$ cat src/rtl/fpu_pkg.sv
// FP32 field constants, rounding-mode encoding and the sign/exponent/mantissa
// packing helper shared by the FPU conversion blocks.
package fpu_pkg;

  localparam int EXP_BIAS = 127;
  localparam int MANT_W   = 23;
  localparam int EXP_W    = 8;

  typedef enum logic {
    RM_RNE = 1'b0,
    RM_RTZ = 1'b1
  } rm_e;

  function automatic logic [31:0] fp32_pack(input logic s,
                                            input logic [EXP_W-1:0] e,
                                            input logic [MANT_W-1:0] m);
    return {s, e, m};
  endfunction

endpackage

$ cat src/rtl/lzc.sv
// Parametrised combinational leading-zero counter. count_o equals W when the
// operand is all zero, in which case all_zero_o is also raised.
module lzc #(
  parameter int W  = 32,
  parameter int CW = $clog2(W + 1)
) (
  input  logic [W-1:0]  x_i,
  output logic [CW-1:0] count_o,
  output logic          all_zero_o
);

  // Scanning upwards lets the highest set bit have the final say.
  always_comb begin
    count_o = CW'(W);
    for (int i = 0; i < W; i++) begin
      if (x_i[i]) count_o = CW'(W - 1 - i);
    end
  end

  assign all_zero_o = ~|x_i;

endmodule

$ cat src/rtl/itof_pipe.sv
// Pipelined integer -> FP32 converter (RNE/RTZ) with valid/ready backpressure.
// Define ITOF_PIPE_FLAGS_EN to add the out_inexact flag output.
module itof_pipe
  import fpu_pkg::*;
#(
  parameter int IN_W   = 32,
  parameter int STAGES = 2,
  parameter int TAG_W  = 5
) (
  input  logic             clk,
  input  logic             rstn,
  input  logic             in_valid,
  output logic             in_ready,
  input  logic [IN_W-1:0]  in_x,
  input  logic             in_signed,
  input  logic             in_rm,
  input  logic [TAG_W-1:0] in_tag,
  output logic             out_valid,
  input  logic             out_ready,
  output logic [31:0]      out_y,
  output logic [TAG_W-1:0] out_tag
`ifdef ITOF_PIPE_FLAGS_EN
  ,
  output logic             out_inexact
`endif
);

  localparam int CW = $clog2(IN_W + 1);
  localparam int EW = IN_W + MANT_W + 2;

  // Handshake: a transfer happens on any cycle where valid & ready are both
  // high; valid never waits on ready. The whole pipe moves as one (adv), so
  // every stage holds while a result is presented but not taken.
  logic adv;
  assign adv      = ~out_valid | out_ready;
  assign in_ready = adv;

  logic            s_c;
  logic [IN_W-1:0] mag_c;
  assign s_c   = in_signed & in_x[IN_W-1];
  assign mag_c = s_c ? -in_x : in_x;

  logic             lz_valid;
  logic             lz_s;
  rm_e              lz_rm;
  logic [TAG_W-1:0] lz_tag;
  logic [IN_W-1:0]  lz_mag;

  if (STAGES == 3) begin : g_split
    logic             a_v_q;
    logic             a_s_q;
    rm_e              a_rm_q;
    logic [TAG_W-1:0] a_tag_q;
    logic [IN_W-1:0]  a_mag_q;

    always_ff @(posedge clk or negedge rstn) begin
      if (!rstn) begin
        a_v_q   <= 1'b0;
        a_s_q   <= 1'b0;
        a_rm_q  <= RM_RNE;
        a_tag_q <= '0;
        a_mag_q <= '0;
      end else if (adv) begin
        a_v_q   <= in_valid;
        a_s_q   <= s_c;
        a_rm_q  <= rm_e'(in_rm);
        a_tag_q <= in_tag;
        a_mag_q <= mag_c;
      end
    end

    assign lz_valid = a_v_q;
    assign lz_s     = a_s_q;
    assign lz_rm    = a_rm_q;
    assign lz_tag   = a_tag_q;
    assign lz_mag   = a_mag_q;
  end else begin : g_fused
    assign lz_valid = in_valid;
    assign lz_s     = s_c;
    assign lz_rm    = rm_e'(in_rm);
    assign lz_tag   = in_tag;
    assign lz_mag   = mag_c;
  end

  logic [CW-1:0]    lz_cnt;
  logic             lz_zero;
  logic [IN_W-1:0]  norm_c;
  logic [EXP_W-1:0] exp_c;

  lzc #(.W(IN_W), .CW(CW)) u_lzc (
    .x_i       (lz_mag),
    .count_o   (lz_cnt),
    .all_zero_o(lz_zero)
  );

  // After the shift the leading one (if any) sits at norm_c[IN_W-1].
  assign norm_c = lz_mag << lz_cnt;
  assign exp_c  = lz_zero ? '0 : 8'(EXP_BIAS + IN_W - 1) - 8'(lz_cnt);

  logic             b_v_q;
  logic             b_s_q;
  rm_e              b_rm_q;
  logic [TAG_W-1:0] b_tag_q;
  logic [IN_W-1:0]  b_norm_q;
  logic [EXP_W-1:0] b_exp_q;

  always_ff @(posedge clk or negedge rstn) begin
    if (!rstn) begin
      b_v_q    <= 1'b0;
      b_s_q    <= 1'b0;
      b_rm_q   <= RM_RNE;
      b_tag_q  <= '0;
      b_norm_q <= '0;
      b_exp_q  <= '0;
    end else if (adv) begin
      b_v_q    <= lz_valid;
      b_s_q    <= lz_s;
      b_rm_q   <= lz_rm;
      b_tag_q  <= lz_tag;
      b_norm_q <= norm_c;
      b_exp_q  <= exp_c;
    end
  end

  // Zero padding below the operand makes narrow inputs exact without a
  // special case: guard and sticky simply read as zero.
  logic [EW-1:0]     ext_c;
  logic [MANT_W-1:0] mant_c;
  logic              guard_c;
  logic              sticky_c;
  logic              inc_c;
  logic              carry_c;
  logic [MANT_W-1:0] mant_r_c;
  logic [EXP_W-1:0]  exp_r_c;
  logic [31:0]       y_c;

  assign ext_c    = {b_norm_q, {(MANT_W + 2){1'b0}}};
  assign mant_c   = ext_c[EW-2 -: MANT_W];
  assign guard_c  = ext_c[EW-MANT_W-2];
  assign sticky_c = |ext_c[EW-MANT_W-3:0];
  assign inc_c    = (b_rm_q == RM_RNE) & guard_c & (sticky_c | mant_c[0]);
  assign {carry_c, mant_r_c} = {1'b0, mant_c} + (MANT_W + 1)'(inc_c);
  assign exp_r_c  = b_exp_q + 8'(carry_c);
  assign y_c      = ext_c[EW-1] ? fp32_pack(b_s_q, exp_r_c, mant_r_c) : 32'h0;

  logic             o_v_q;
  logic [31:0]      o_y_q;
  logic [TAG_W-1:0] o_tag_q;

  always_ff @(posedge clk or negedge rstn) begin
    if (!rstn) begin
      o_v_q   <= 1'b0;
      o_y_q   <= '0;
      o_tag_q <= '0;
    end else if (adv) begin
      o_v_q   <= b_v_q;
      o_y_q   <= y_c;
      o_tag_q <= b_tag_q;
    end
  end

  assign out_valid = o_v_q;
  assign out_y     = o_y_q;
  assign out_tag   = o_tag_q;

`ifdef ITOF_PIPE_FLAGS_EN
  logic o_inexact_q;

  always_ff @(posedge clk or negedge rstn) begin
    if (!rstn) begin
      o_inexact_q <= 1'b0;
    end else if (adv) begin
      o_inexact_q <= guard_c | sticky_c;
    end
  end

  assign out_inexact = o_inexact_q;
`endif

endmodule

$ cat config.mk
export PLATFORM = sky130hd
export DESIGN_NAME = itof_pipe
export DESIGN_NICKNAME = d
export VERILOG_FILES = /design/src/rtl/fpu_pkg.sv /design/src/rtl/lzc.sv /design/src/rtl/itof_pipe.sv
export SDC_FILE = /design/constraint.sdc
export NUM_CORES = 1
export LEC_CHECK = 0
export CORE_ASPECT_RATIO = 0.75
export CORE_MARGIN = 5
export CORE_UTILIZATION = 30
export CTS_BUF_LIST = sky130_fd_sc_hd__clkbuf_2 sky130_fd_sc_hd__clkbuf_4 sky130_fd_sc_hd__clkbuf_8
export CTS_CLUSTER_DIAMETER = 80
export CTS_CLUSTER_SIZE = 40
export DETAILED_ROUTE_END_ITERATION = 12
export PLACE_DENSITY = 0.49
export SYNTH_ARGS = -nofsm -noshare
export SYNTH_HDL_FRONTEND = slang
export SYNTH_HIERARCHICAL = 1
export SYNTH_SLANG_ARGS = --single-unit
export TNS_END_PERCENT = 10
$ cat constraint.sdc
create_clock -name clk -period 2.3 [get_ports clk]
set_input_delay 0.23 -clock clk [delete_from_list [all_inputs] [get_ports clk]]
set_output_delay 0.23 -clock clk [all_outputs]
set_load 0.1 [all_outputs]
# [Word-level counts from Yosys, hierarchy flattened]
# Index checks and enable logic that the tools add are counted.
[word_totals] ff_bits=86 inputBits=43 output_inout_bits=39
[op_classes] add_sub_neg=4 shift=1 muxes=35 bitwise=7 n_reduce_logical=2
[ops] operator="$mux 6" count=32
[ops] operator="$mux 32" count=2
[ops] operator="$neg 32->32" count=1
[ops] operator="$reduce_or 32->1" count=1
[ops] operator="$shl 32x6->32" count=1
[ops] operator="$add 23x1->24" count=1
[ops] operator="$add 8x1->8" count=1
[ops] operator="$mux 8" count=1
[ops] operator="$sub 8x6->8 const A" count=1
[ops] operator="$reduce_or 7->1" count=1
[ops] operator="$and 1x1->1" count=3
[ops] operator="$not 1->1" count=2
[ops] operator="$or 1x1->1" count=2

# [Longest topological paths before layout]
# Gate-level depths: netlist of run 1.
[depth] depth_word=36 ltp_mapped=23 depth_no_buf=20

# [Modules after synthesis]
# The synthesis of run 1 kept the hierarchy.
[modules_own_cells] module="itof_pipe" instances=1 cells_each=794 area_each_um2=6635.1 seq_area_each_um2=2152.1
[modules_own_cells] module="lzc" instances=1 cells_each=66 area_each_um2=394.1 seq_area_each_um2=0.0

# [Least setup slack after synthesis of run 1]
# OpenSTA, ideal clock, no wires.
[synth_path] kind="input port to flip-flop" start="input in_x[15]" end="register b_norm_q[17]" setup_ps=121 t_arrival_ps=4576 required_ps=2179 slack_ps=-2398 cell_stages=17 n_path_buf=4 path_cell_list="or4_1 > or3_1 > buf_2 > o31ai_1 > xor2_1 > inv_1 > nor3_1 > o21a_1 > a2111oi_0 > a221oi_1 > buf_6 > buf_4 > buf_1 > mux4_1 > mux2i_1 > o221ai_1 > o22a_1"
[synth_between] word_cells_on_any_way=20 cone_classes="add/sub (1); shift (1); mux (18)"
[synth_lines] item="from (decl)" line="itof_pipe.sv:14" source="input logic [IN_W-1:0] in_x,"
[synth_lines] item="$neg 32->32" line="itof_pipe.sv:41" source="assign mag_c = s_c ? -in_x : in_x;"
[synth_lines] item="$mux 32" line="itof_pipe.sv:41"
[synth_lines] item="via lz_mag[25]" line="itof_pipe.sv:47" source="logic [IN_W-1:0] lz_mag;"
[synth_lines] item="$mux 6 (7 in a row)" line="lzc.sv:16" source="if (x_i[i]) count_o = CW'(W - 1 - i);"
[synth_lines] item="via lz_cnt[0]" line="itof_pipe.sv:85" source="logic [CW-1:0] lz_cnt;"
[synth_lines] item="$shl 32x6->32" line="itof_pipe.sv:97" source="assign norm_c = lz_mag << lz_cnt;"
[synth_lines] item="to (signal assigned)" line="itof_pipe.sv:120" source="b_norm_q <= norm_c;"
[synth_lines] item="to (decl)" line="itof_pipe.sv:104" source="logic [IN_W-1:0] b_norm_q;"
# The timed path passes the listed nets, and every way through them passes these cells.
# A chain may end at the register's enable or synchronous reset.

# [Final worst setup path of run 1]
[layout_path] start="input in_x[14]" end="register b_norm_q[31]"
[layout_between] word_cells_on_any_way=21 cone_classes="add/sub (1); shift (1); mux (19)"
[layout_lines] item="$neg 32->32" line="itof_pipe.sv:41"
[layout_lines] item="$mux 32" line="itof_pipe.sv:41"
[layout_lines] item="via lz_mag[27]" line="itof_pipe.sv:47"
[layout_lines] item="$mux 6 (5 in a row)" line="lzc.sv:16"
[layout_lines] item="via lz_cnt[0]" line="itof_pipe.sv:85"
[layout_lines] item="$shl 32x6->32" line="itof_pipe.sv:97"
# The timed path passes the listed nets, and every way through them passes these cells.

==> results_dict.tcl, run 1 <==
set metrics [dict create \
    status "finished with violations" \
    violations "negative setup slack" \
    hold_violations 0 \
    placed_cells 1487 \
    port_buffers 81 \
    dieArea_um2 26600 \
    num_vias 8285 \
    rows 48 \
    setup_ws_ns -2.16 \
    dpl_cell_area_um2 10300 \
    root_buffer "clkbuf_8" \
    period_share_pct 194 \
    async_flop_share_pct 100 \
    grt_max_degree 61 \
    path_cells "buf_6 -> or4_4 -> or3_4 -> nor4_4 -> nor3_2 -> or2_1 -> nor3_2 -> o21a_2 -> o2111ai_4 -> a221oi_4 -> buf_4 -> and2b_2 -> a22o_1 -> a221o_1 -> mux4_2 -> a22oi_2 -> o21ai_1" \
    crit_required_ns 2.55 \
    seq_area_um2 2150 \
    grt_pass1_vias 7966 \
    ios 82 \
    synth_area_um2 7030 \
    multi_input_area_um2 5300 \
    clock_path_buffers 2 \
    cpLargestDelayFamily "simple AND/OR/NAND/NOR gates" \
    p_sw_mw 3.98 \
    initial_core_util_pct 30.5 \
    p_leak_nw 5.14 \
    n_antenna_cell 0 \
    synth-edff-count 0 \
    fill_cells 2251 \
    syn_nets 908 \
    finalMaxSlewViolations 0 \
    tns_ns -72.92 \
    place_congestion 0.946 \
    place_hpwl_um 23200 \
    dr.pass1.iters 5 \
    antenna_found_initial 0 \
    cpMostUsedCell "nor3_2" \
    ir_drop_mv 0.425 \
    cap_violations 0 \
    ys_seq_elements 86 \
    syn_inst 860 \
    slew_headroom_pct 65.5 \
    max_freq_ghz 0.224 \
    fin_skew_ns 0.0199 \
    yosys-top-cells-area "dfrtp_1 (31%), nand2_1 (7.2%), o21ai_0 (4.6%)" \
    p_int_mw 4.25 \
    avgSynthCellArea_um2 8.17 \
    setup_viol 41 \
    grtUsageTotal_pct 21.7 \
    cts_tree "yes" \
    core_area_um2 23100 \
    cts_htree_levels 3 \
    wire_per_inst_um 19.2 \
    ys_types 92 \
    grt.overflow.total 0 \
    grt_pass1_wl_um 46400 \
    ant_nets 0 \
    design_area_um2 11600 \
    tightestPinTransition_ns 0.513 \
    clk_pin_slew_ns 0.10 \
    power.density_nw_per_um2 709 \
    worstHoldPathType "in -> async" \
    rsz0062_at_grt "yes" \
    slowest_delay_ns 0.54 \
    clockPowerShare_pct 12.9 \
    nets 1295 \
    drive_above_1_share_pct 45.8 \
    worstPathArrival_ns 4.71 \
    worstSetupEndpointType "register" \
    cts_sinks 86 \
    critPathBufInv 2 \
    syn_to_final_growth_pct 65.3 \
    p_seq_share_pct 25.8 \
    fin_crit_ns 4.46 \
    synth_flop_cell "dfrtp_1" \
    final_cells 1552 \
    viasPerCell 5.34 \
    power_frac_comb_pct 61.3 \
    wl_um 29800 \
    drt-initial-drc-count 616 \
    clock_latency_ns 0.37 \
    cp_max_fo 5 \
    die_y_um 143 \
    critical_path_class "in -> reg" \
    p_total_mw 8.24 \
    synth-seq-area-share_pct 30.6 \
    r2r_slack_ns -0.04 \
    switching_share_pct 48.4 \
    die_w_um 187 \
    dpl_worst_slack_ns -2.95 \
    drc_errors 0 \
    cp_slowest_cell "or4_4" \
    yosysTopAreaCellShare_pct 30.6 \
    cp-start-kind "input pin" \
    yosys_warnings 6 \
    cts-buffers-inserted 9 \
    synth_area_leader_cell "dfrtp_1" \
]
[layer usage]
layer | up-vias | share of wire, % | track usage [%]
met4 | 0 | 0.62 | 2.84
met5 | - | 0 | 0
met2 | 289 | 40 | 30.4
met1 | 3996 | 51 | 34.7
li1 | 3981 | - | -
met3 | 19 | 8.2 | 4.61
[state kept, by name, indices dropped and copies added (netlist names)]
name and cells:
b_s_q 1, b_tag_q 5, out_tag 5, out_y 32, b_norm_q 32, b_v_q 1, b_exp_q 8, b_rm_q 1
out_valid 1
[area by class of cell]
class,instances,area share (%)
clock inverter,4,0.269
clock buffer,12,1.31
sequential,86,18.5
inverter,36,1.29
timing repair buffer,426,29.8
tap,300,3.23
multi-input combinational,688,45.6
[worst register-to-register path: cells and delay by family, from the launching register on]
family / cells / cell delay, ns
adder cells (fa/ha/maj): 1 / 0.16
AND/OR/NAND/NOR: 9 / 1.46
XOR/XNOR: 1 / 0.16
AO/OA/AOI/OAI: 1 / 0.12
flip-flops: 1 / 0.38
[stage by stage]
stage / hold WS [ns] / util, %
floorplan: -0.0656 / -
global placement: 0.194 / 44.5
detailed placement: 0.195 / 44.5
CTS: 0.337 / 48.3
global route: 0.375 / 50.4
finish: 0.335 / 50.4
[cells in the final DEF, fill, tap and decap left out, types with 11 or more instances in the layout]
cell             synthesis  layout
o21ai_0                 65      43
o21ai_1                  4      15
buf_4                    2     353
xnor2_1                 27      25
nand2_1                135     129
xor2_1                  27      25
dfrtp_1                 86      86
clkdlybuf4s50_1          0      24
inv_1                   34      29
o211ai_1                12      12
nor3_1                  35      25
buf_6                    7      28
nand3_1                 29      26
a21oi_1                 25      20
nor2_1                  62      51
a22o_1                  13      13
o21ai_2                  0      11
[cell usage after synthesis, types with 9 or more instances]
library cell  instances
nand2_1             135
dfrtp_1              86
o21ai_0              65
nor2_1               62
nor3_1               35
inv_1                34
nand3_1              29
xnor2_1              27
xor2_1               27
clkbuf_1             26
a21oi_1              25
nor4_1               21
o31ai_1              18
mux2i_1              15
a22o_1               13
o211ai_1             12
and3_1               10
buf_1                10
mux2_2                9
mux4_2                9
or4_1                 9
[final timing paths]
path / end / cells past startpoint / startpoint
min in group clk: b_tag_q[4] / 3 / in_tag[4]
max reg2reg: out_y[30] / 12 / b_rm_q
min reg2reg: out_valid / 1 / b_v_q
max: b_norm_q[31] / 17 / in_x[14]
min: out_y[30] / 2 / rstn
max in group asynchronous: out_y[22] / 3 / rstn
[power by group through the flow]
stage               sequential (mW)  clock (mW)  combinational, mW
floorplan                      3.38           0               1.43
global placement               2.15           0               4.52
detailed placement             2.15           0               4.51
CTS                            2.13        1.08               4.77
global route                   2.18        1.15               5.32
finish                         2.13        1.06               5.05
[cells by family (layout without fill, tap and decap cells)]
group	Yosys count	after routing	share of synthesized area [%]
muxes	35	35	7.19
xor gates and xnor gates	54	54	6.73
DFF	86	86	30.6
adders and majority gates	5	5	0.890
AOI/OAI and AO/OA	232	232	23.4
buffers and inverters	87	478	5.89
and+or+nand+nor	361	362	25.3
[repair_timing]
| item | in CTS | in global routing |
|---|---|---|
| endpoints found under the hold margin | 26 | 0 |
| setup buffers | 31 | 19 |
| hold buffers | 1 | 0 |
| pin swaps | 54 | 43 |
| cloned | 2 | 0 |
| setup endpoints to repair | 47 | 47 |
| resized for setup | 156 | 84 |
Power figures use the tool's default switching activity.
==> run 2: changes to the inputs <==
--- a/config.mk
+++ b/config.mk
@@ -13,6 +13,7 @@
 export CTS_CLUSTER_SIZE = 40
 export DETAILED_ROUTE_END_ITERATION = 12
 export PLACE_DENSITY = 0.49
+export SLEW_MARGIN = 20
 export SYNTH_ARGS = -nofsm -noshare
 export SYNTH_HDL_FRONTEND = slang
 export SYNTH_HIERARCHICAL = 1
==> results of run 2 <==
Final layout, timing and power as in run 1 (identical DEF).
